<file path="src/rtl/tc_clk_gate_ctrl.sv">
// Enable controller for one clock-gated domain: wakes the gate on request, reports
// when the gated clock is stable, and switches it off after a run of idle cycles.
module tc_clk_gate_ctrl #(
  parameter int IDLE_CNT = 16,
  parameter int WAKE_CNT = 2,
  parameter int STAT_W   = 16
) (
  input  logic              clk_i,
  input  logic              rst_ni,
  input  logic              req_i,
  input  logic              busy_i,
  input  logic              force_on_i,
  output logic              gate_en_o,
  output logic              ready_o,
  output logic [1:0]        state_o,
  output logic [STAT_W-1:0] wakeups_o
);

  // state | meaning
  // OFF   | gate closed, waiting for req_i or force_on_i
  // WAKE  | gate open, waiting WAKE_CNT cycles for the gated clock to settle
  // ON    | clock stable, counting consecutive idle cycles
  // DRAIN | one-cycle grace period before closing the gate

  localparam int IW     = $clog2(IDLE_CNT + 1);
  localparam int WW_RAW = $clog2(WAKE_CNT + 1);
  localparam int WW     = (WW_RAW < 1) ? 1 : WW_RAW;

  // The wake counter is loaded one short so that terminal count zero lands on t0+WAKE_CNT.
  localparam logic [WW-1:0]     WAKE_LOAD = WW'((WAKE_CNT > 0) ? WAKE_CNT - 1 : 0);
  localparam logic [IW-1:0]     IDLE_LAST = IW'(IDLE_CNT - 1);
  localparam logic [STAT_W-1:0] STAT_MAX  = '1;

  typedef enum logic [1:0] {
    S_OFF   = 2'd0,
    S_WAKE  = 2'd1,
    S_ON    = 2'd2,
    S_DRAIN = 2'd3
  } state_t;

  state_t            state_q, state_d;
  logic [WW-1:0]     wake_q, wake_d;
  logic [IW-1:0]     idle_q, idle_d;
  logic [STAT_W-1:0] wakeups_q, wakeups_d;
  logic              gate_q, ready_q;
  logic              act;

  assign act = req_i | busy_i | force_on_i;

  always_comb begin
    state_d   = state_q;
    wake_d    = wake_q;
    idle_d    = idle_q;
    wakeups_d = wakeups_q;
    case (state_q)
      S_OFF: begin
        idle_d = '0;
        if (req_i | force_on_i) begin
          state_d = (WAKE_CNT == 0) ? S_ON : S_WAKE;
          wake_d  = WAKE_LOAD;
          if (wakeups_q != STAT_MAX) begin
            wakeups_d = wakeups_q + 1'b1;
          end
        end
      end
      S_WAKE: begin
        idle_d = '0;
        if (wake_q == '0) begin
          state_d = S_ON;
        end else begin
          wake_d = wake_q - 1'b1;
        end
      end
      S_ON: begin
        if (act) begin
          idle_d = '0;
        end else if (idle_q == IDLE_LAST) begin
          state_d = S_DRAIN;
          idle_d  = '0;
        end else begin
          idle_d = idle_q + 1'b1;
        end
      end
      S_DRAIN: begin
        idle_d  = '0;
        state_d = act ? S_ON : S_OFF;
      end
      default: begin
        state_d = S_OFF;
        idle_d  = '0;
      end
    endcase
  end

  always_ff @(posedge clk_i or negedge rst_ni) begin
    if (!rst_ni) begin
      state_q   <= S_OFF;
      wake_q    <= '0;
      idle_q    <= '0;
      wakeups_q <= '0;
      gate_q    <= 1'b0;
      ready_q   <= 1'b0;
    end else begin
      state_q   <= state_d;
      wake_q    <= wake_d;
      idle_q    <= idle_d;
      wakeups_q <= wakeups_d;
      gate_q    <= (state_d != S_OFF);
      ready_q   <= (state_d == S_ON);
    end
  end

  assign gate_en_o = gate_q;
  assign ready_o   = ready_q;
  assign state_o   = state_q;
  assign wakeups_o = wakeups_q;

endmodule

</file>
<file path="config.mk">
export PLATFORM = sky130hd
export DESIGN_NAME = tc_clk_gate_ctrl
export DESIGN_NICKNAME = d
export VERILOG_FILES = /design/src/rtl/tc_clk_gate_ctrl.sv
export SDC_FILE = /design/constraint.sdc
export NUM_CORES = 1
export LEC_CHECK = 0
export ABC_AREA = 1
export CAP_MARGIN = 20
export CELL_PAD_IN_SITES_DETAIL_PLACEMENT = 1
export CELL_PAD_IN_SITES_GLOBAL_PLACEMENT = 1
export CORE_MARGIN = 2
export CORE_UTILIZATION = 38
export DETAILED_ROUTE_END_ITERATION = 10
export GPL_ROUTABILITY_DRIVEN = 1
export PLACE_DENSITY_LB_ADDON = 0.1
export SYNTH_ARGS = -nofsm -noshare
export SYNTH_HDL_FRONTEND = slang
export SYNTH_SLANG_ARGS = --single-unit
export TNS_END_PERCENT = 100
</file>
<file path="constraint.sdc">
create_clock -name clk_i -period 1.9 [get_ports clk_i]
set_clock_uncertainty 0.2 [all_clocks]
set_input_delay 0.38 -clock clk_i [delete_from_list [all_inputs] [get_ports clk_i]]
set_output_delay 0.38 -clock clk_i [all_outputs]
set_load 0.02 [all_outputs]
</file>
======== Word level (Yosys, flattened, before mapping) ========
Index checks and enable logic that the tools add are counted.
storage, ports and cells
  register bits after elaboration ......... 27
  input bits .............................. 5
  output and inout port bits .............. 20
  logic and storage cells ................. 39
cells by class
  add/subtract/negate cells ............... 3
  equality and inequality tests ........... 8
  muxes and demuxes ....................... 12
  bitwise operators ....................... 3
  reductions and logical operators ........ 7
operator list
  cell                   number
  $add 16x1->16 const B  1
  $ne 16x16->1 const B   1
  $mux 2                 7
  $mux 5                 2
  $pmux 5 s2             1
  $pmux 2 s4             1
  $eq 2x2->1 const B     3
  $reduce_and 3->1       2
  $add 5x1->5 const B    1
  $eq 5x4->1 const B     1
  $logic_not 2->1        2
  $ne 2x2->1 const B     2
  $pmux 2 s2             1
  $reduce_bool 2->1      2
  $or 1x1->1             3
  $reduce_or 3->1        1
  $eq 2x1->1 const B     1
  $sub 2x1->2 const B    1

======== Longest topological paths before layout ========
Gate-level depths: netlist of run 1.
  depth in word-level cells ............... 5
  gate-level depth with buffers ........... 9
  gate-level depth less buffers ........... 9

======== Least setup slack after synthesis of run 1 ========
Ideal clock, no wire load.
  kind .................................... register to register
  from .................................... register wakeups_q[1] (netlist: wakeups_o[1])
  to ...................................... register wakeups_q[8] (netlist: wakeups_o[8])
  setup slack ............................. 139 ps
  cell stages (with the launch flop) ...... 10
  arrival time ............................ 1442 ps
  library setup time ...................... 118 ps
  buffers on the path ..................... 1
  path through ............................ dfrtp_1 > ha_1 > nand2_1 > nor2_2 > nand3_2 > nand2_4 > nand2_4 > buf_6 > nand2_1 > o21ai_2
on the way
  cells in the longest elaborated chain, start to end .. 2
ends and longest elaborated chain
  element                                                line  RTL
  from (decl)                                            44    logic [STAT_W-1:0] wakeups_q, wakeups_d;
  from (signal assigned)                                 107   wakeups_q <= wakeups_d;
  branches (longest 2 deep; another with $add 16x1->16)  -
Several ways; the timed one is not identified.
A chain may end at the register's enable or synchronous reset.

======== Final worst setup path of run 1 ========
  from .................................... register gate_q (netlist: gate_en_o)
  to ...................................... output gate_en_o
RTL lines
  element                 line  RTL
  from (decl)             45    logic gate_q, ready_q;
  from (signal assigned)  108   gate_q <= (state_d != S_OFF);
  to (decl)               13    output logic gate_en_o,
No word-level cell between the ends.

==> results.md, run 1 <==
- Count of cell types in the netlist: 21
- Clock Tree Buf Depth: 2
- Full die area: 0.004502 mm^2
- Drt first pass iters: 4
- All-Layer GR Usage: between 10% and 20%
- Fin. Hold Viols: 0
- Fillers: slightly below 500
- Synth area leaders: dfrtp_1 (45%), nand2_1 (15%), nand3_1 (6.3%)
- Vias in the first global route: about 1.5k
- Synth Register Bits: 27
- Setup violators final: 0
- Vias: ~1.4k
- Dpl ws: -0.1117 ns
- Max Freq: ~0.55 GHz
- Clock root buffer: clkbuf_8
- TritonCTS sink count: 27
- Startpoint Class: flop
- Initial Util: ~40%
- Placement Cell Area: between 0.0015 and 0.002 mm^2
- Final min period: around 1.8 ns
- Peak supply drop: ~0.23 mV
- Setup TNS: 0 ns
- Grt ovf: 0
- Wire length per cell: ~14 um
- CTS tree: done
- First-pass GRT wire length: between 6000 and 7000 um
- Synth Net Count: around 200
- Total of max-cap violations: 0
- Post-DP HPWL: 2919 um
- Largest fanout on the critical path: 1
- Top cell type's share of synthesized area: 44.67%
- Clk_lat worst skew: 0.28 ns
- Mapped cell area: ~0.0015 mm^2
- Via-per-instance ratio: 5.018
- Worst setup EP type: output port
- Synth Instances: 195
- Share of layout cells above drive strength 1: between 10% and 20%
- CTS Buf Count: 3
- Synth area leader: dfrtp_1
- Critical Path RT: 1.32 ns
- Slowest Stage Delay on Critical Path: 0.62 ns
- WL final: 3725 um
- Core area: 0.003744 mm^2
- Layout Cell Area excl Fill: approximately 0.0019 mm^2
- Power Density: between 500 and 600 mW/mm^2
- Nets: between 200 and 250
- Syn avg cell area: 7.757 um^2
- H-tree levels: 1
- Worst Path Class, Setup: reg -> out
- Crit path cell chain: clkdlybuf4s50_1
- Hold Crit Class: in -> async
- Critical path arrival: 1.24 ns
- Leak Pwr: approximately 0.9 nW
- Worst-margin pin slew: between 0.3 and 0.4 ns
- Site Rows: 22
- Die Ht: between 60 and 70 um
- Total power: roughly 0.95 mW
- Ant diodes: 0
- Layout area overhead: 23.16%
- Critical path's slowest cell: clkdlybuf4s50_1
- CP bufs+invs: 1
- Count of pins over their slew limit: 0
- Placer Congestion: approximately 0.8
- I/O Buffers: 24
- Final Cycle Share: a little over nine tenths
- I/O pins: 25
- First DRT Iteration DRCs: just over 60
- Pin count of the biggest net entering global routing: 28
- Antenna violations before repair: 0
- CP top delay family: buffers and inverters
- Synthesis Warnings: 0
- Seq/Total Area, Yosys: ~45%
- Die Width: roughly 67 um
- Finished Core Util: about half
- Status: finished, final reports clean
- Slew margin rel.: about 76%
- Worst setup margin: just under 0.08 ns
- Hold_buf cts: 0
- CTS clk-pin slew, worst paths: roughly 0.10 ns
- Post-DRT Antenna Nets: 0
- DR DRC count: 0
[state kept, by name (all words and copies together) (netlist names)]
name	count
wakeups_o	16
ready_o	1
wake_q	2
state_o	2
gate_en_o	1
idle_q	5
[routing by layer]
layer / share of wire, % / global-route usage, % / vias up
met5: 0 / 0 / -
li1: - / - / 684
met3: 2.4 / 4.054 / 4
met1: 47 / 24.47 / 678
met4: 1.1 / 5.357 / 0
met2: 50 / 33.79 / 14
[per-stage QoR]
stage                     cells  hold WS [ns]
after floorplan             195       -0.1156
after global placement      270        0.2450
after detailed placement    270        0.2717
after CTS                   274        0.2759
after global routing        275        0.2924
final                       275        0.2638
[cell type report]
class | count | area, um^2 | area share, %
multi-input cells | 144 | 732.0 | 39.29
flip-flops and latches | 27 | 676.9 | 36.33
repair buffers | 30 | 262.8 | 14.10
inverters | 22 | 82.58 | 4.432
well taps | 48 | 60.06 | 3.224
clock buffers | 3 | 41.29 | 2.216
clock inverters | 1 | 7.507 | 0.4030
[layout by cell type, fill, tap and decap left out]
master	count
a21oi_1	3
clkinvlp_4	1
clkdlybuf4s50_1	6
ha_1	3
clkbuf_8	3
buf_4	6
o21ai_2	6
xor2_1	8
nor2_2	4
a21oi_2	1
nand4_1	5
inv_2	5
o21ai_1	1
nor2_1	24
nand3_1	19
dfrtp_2	1
a21boi_0	1
dlygate4sd2_1	18
dfrtp_1	26
nand2_4	2
nand3_2	1
o21ai_0	5
inv_1	17
and3_1	1
nand2_1	59
xnor2_1	1
[synthesized netlist by cell type, drive strengths merged]
| library cell | n |
|---|---|
| xnor2 | 1 |
| a21oi | 4 |
| nand2 | 61 |
| xor2 | 8 |
| nor2 | 28 |
| o21ai | 12 |
| and3 | 1 |
| nand3 | 20 |
| inv | 22 |
| nand4 | 5 |
| ha | 3 |
| a21boi | 1 |
| buf | 2 |
| dfrtp | 27 |
[what timing repair did]
item / 4_1_cts / 5_1_grt
resized for setup: 18 / 1
buffers inserted: 0 / 1
setup endpoints to repair: 18 / 15
[power by group]
part           internal, mW  total (mW)  switching, mW
logic                0.0104      0.0279         0.0175
registers             0.575       0.576       0.000857
clock network         0.149       0.347          0.197
[kinds of logic after synthesis]
group / after synthesis / synth area share [%]
adders and majority gates: 3 / 2.482
buffers and inverters: 24 / 6.948
DFF: 27 / 44.67
xor gates and xnor gates: 9 / 5.211
AOI/OAI and AO/OA: 17 / 7.526
and+or+nand+nor: 115 / 33.17
[path summary, 6_finish.rpt]
path / from / endpoint / slack [ns] / cells after the start
setup / recovery: gate_en_o$_DFF_PN0_ / gate_en_o / 0.08 / 1
hold / removal: rst_ni / idle_q[2]$_DFF_PN0_ / 0.26 / 2
setup reg to reg: wakeups_o[1]$_DFFE_PN0P_ / wakeups_o[11]$_DFFE_PN0P_ / 0.14 / 8
hold reg to reg: idle_q[0]$_DFF_PN0_ / idle_q[0]$_DFF_PN0_ / 0.28 / 1
max in group asynchronous: rst_ni / wakeups_o[1]$_DFFE_PN0P_ / 0.96 / 2
min in group clk_i: idle_q[0]$_DFF_PN0_ / idle_q[0]$_DFF_PN0_ / 0.28 / 1
Note: power is estimated with default switching activity, not from simulation.
==> run 2, diff against run 1 <==
--- a/config.mk
+++ b/config.mk
@@ -9,7 +9,7 @@
 export CAP_MARGIN = 20
 export CELL_PAD_IN_SITES_DETAIL_PLACEMENT = 1
 export CELL_PAD_IN_SITES_GLOBAL_PLACEMENT = 1
-export CORE_MARGIN = 2
+export CORE_MARGIN = 3
 export CORE_UTILIZATION = 38
 export DETAILED_ROUTE_END_ITERATION = 10
 export GPL_ROUTABILITY_DRIVEN = 1
==> results.md, run 2 (same netlist as run 1, synthesis figures left out) <==
- Status: finished, final reports clean (unchanged)
- H-tree levels: 1 (unchanged)
- Antenna violations before repair: 0 (unchanged)
- Post-Layout Cell Count: 275 (unchanged)
- Slowest Stage Delay on Critical Path: 0.60 ns (was 0.62 ns)
- I/O Buffers: 24 (unchanged)
- DR DRC count: 0 (unchanged)
- First-pass GRT wire length: 6803 um (was 6575 um)
- Max reg flops: 16 (unchanged)
- Slew margin rel.: 76.61% (was 76.12%)
- Unrepaired setup endpoints after global routing: false
- Nets: 236 (unchanged)
- Worst Path Class, Setup: reg -> out (unchanged)
- Core area: 0.003744 mm^2 (unchanged)
- Worst setup margin: 0.1154 ns (was 0.07859 ns)
- Critical path arrival: 1.20 ns (was 1.24 ns)
- Layout area overhead: 23.33% (was 23.16%)
- Layout Cell Area excl Fill: 0.001866 mm^2 (was 0.001863 mm^2)
- Peak supply drop: 0.3865 mV (was 0.2268 mV)
- Post-DP HPWL: 3100 um (was 2919 um)
- Setup violators final: 0 (unchanged)
- Placed cells: 270 (unchanged)
- CP top delay family: buffers and inverters (unchanged)
- Final Cycle Share: 93.93% (was 95.86%)
- Clock Tree Buf Depth: 2 (unchanged)
- Clock root buffer: clkbuf_8 (unchanged)
- CTS tree: done (unchanged)
- Site Rows: 22 (unchanged)
- Vias: 1379 (was 1380)
- Pin count of the biggest net entering global routing: 28 (unchanged)
- Full die area: 0.004774 mm^2 (was 0.004502 mm^2)
- Critical Path RT: 1.32 ns (about the same)
- I/O pins: 25 (unchanged)
- Most frequent cells in the layout: nand2_1 (59), dfrtp_1 (27), nor2_1 (24) (was nand2_1 (59), dfrtp_1 (26), nor2_1 (24))
- Count of pins over their slew limit: 0 (unchanged)
- Worst setup EP type: output port (unchanged)
- Vias in the first global route: 1388 (was 1456)
- Hold Crit Class: in -> async (unchanged)
- Die Ht: 69.10 um (was 67.10 um)
- Total of max-cap violations: 0 (unchanged)
- Commonest non-fill, non-tap cell in the layout: nand2_1 (unchanged)
- CP bufs+invs: 1 (unchanged)
- Drt first pass iters: 4 (unchanged)
- Power Density: 500.4 mW/mm^2 (was 510.3 mW/mm^2)
- Leak Pwr: 0.9171 nW (was 0.9099 nW)
- Placer Congestion: 0.7720 (was 0.7862)
- TritonCTS sink count: 27 (unchanged)
- Critical path's slowest cell: clkdlybuf4s50_1 (unchanged)
- Grt ovf: 0 (unchanged)
- Max Freq: 0.5603 GHz (was 0.5490 GHz)
- Fin. Hold Viols: 0 (unchanged)
- Crit path cell chain: clkdlybuf4s50_1 (unchanged)
- Initial Util: 40.41% (unchanged)
- Share of layout cells above drive strength 1: 12.33% (was 13.22%)
- WL final: 3964 um (was 3725 um)
- Wire length per cell: 14.41 um (was 13.55 um)
- Placement Cell Area: 0.001828 mm^2 (unchanged)
- Dpl ws: -0.1602 ns (was -0.1117 ns)
- Worst path depth: 1 (unchanged)
- CTS Buf Count: 3 (unchanged)
- Largest fanout on the critical path: 1 (unchanged)
- Ant diodes: 0 (unchanged)
- Clk_lat worst skew: 0.27 ns (was 0.28 ns)
- First DRT Iteration DRCs: 76 (was 62)
- R2R depth: 8 (unchanged)
- Startpoint Class: flop (unchanged)
- Worst-margin pin slew: 0.3508 ns (was 0.3583 ns)
- Die Width: 69.10 um (was 67.10 um)
- Final min period: 1.785 ns (was 1.821 ns)
- Via-per-instance ratio: 5.015 (was 5.018)
- Post-DRT Antenna Nets: 0 (unchanged)
- All-Layer GR Usage: 17.53% (was 19.56%)
- CTS clk-pin slew, worst paths: 0.09 ns (was 0.10 ns)
==> run 2: cell types whose count changed in the layout (fill, tap and decap cells not counted), sizes merged <==
cell	delta
dlymetal6s2s	+2
dlygate4sd2	-2
clkinvlp	-1
clkbuf	+1
==> run 2: layout make-up <==
class	instances	area (um^2)
fillers	483	1878
multi-input cells	144	732.0
flip-flops and latches	27	675.6
repair buffers	30	270.3
inverters	22	82.58
well taps	48	60.06
clock buffers	4	45.04
==> run 2: path summary, 6_finish.rpt <==
kind | slack (ns) | end | from
hold reg to reg | 0.28 | idle_q[0]$_DFF_PN0_ | idle_q[0]$_DFF_PN0_
max in group asynchronous | 0.96 | wakeups_o[9]$_DFFE_PN0P_ | rst_ni
setup / recovery | 0.12 | gate_en_o | gate_en_o$_DFF_PN0_
hold / removal | 0.28 | idle_q[3]$_DFF_PN0_ | rst_ni
setup reg to reg | 0.14 | wakeups_o[8]$_DFFE_PN0P_ | wakeups_o[0]$_DFFE_PN0P_
min in group clk_i | 0.28 | idle_q[0]$_DFF_PN0_ | idle_q[0]$_DFF_PN0_
==> run 2: routing by layer <==
metal  vias to the layer above  share of wire [%]  GRT usage, %
li1                        675                  -             -
met1                       679                 44         22.52
met3                         2                3.0         3.644
met4                         0               0.63         3.905
met2                        23                 52         30.19
met5                         -                  0             0
==> run 2: what timing repair did <==
action                     in CTS  in global routing
gates cloned                    0                  0
pin swaps                       0                  0
buffers inserted                0                  1
resized for setup              16                  2
hold buffers                    0                  0
setup endpoints to repair      16                  7
==> run 2: report_power, final <==
group | internal [mW] | total (mW) | leakage [nW] | switching [mW]
sequential | 0.575 | 0.576 | 0.330 | 0.000898
clock | 0.150 | 0.328 | 0.0228 | 0.178
combinational | 0.0114 | 0.0294 | 0.565 | 0.0180
==> run 2: per-stage QoR <==
step                      TNS [ns]  power, mW  utilization (%)  hold slack (ns)
after floorplan                  0     0.5928                -          -0.1156
after global placement     -0.1780     0.6159            48.83           0.2439
after detailed placement    -2.217     0.6188            48.83           0.2705
after CTS                        0     0.9538            49.50           0.2837
after global routing             0     0.9818            49.83           0.2955
final                            0     0.9335            49.83           0.2765
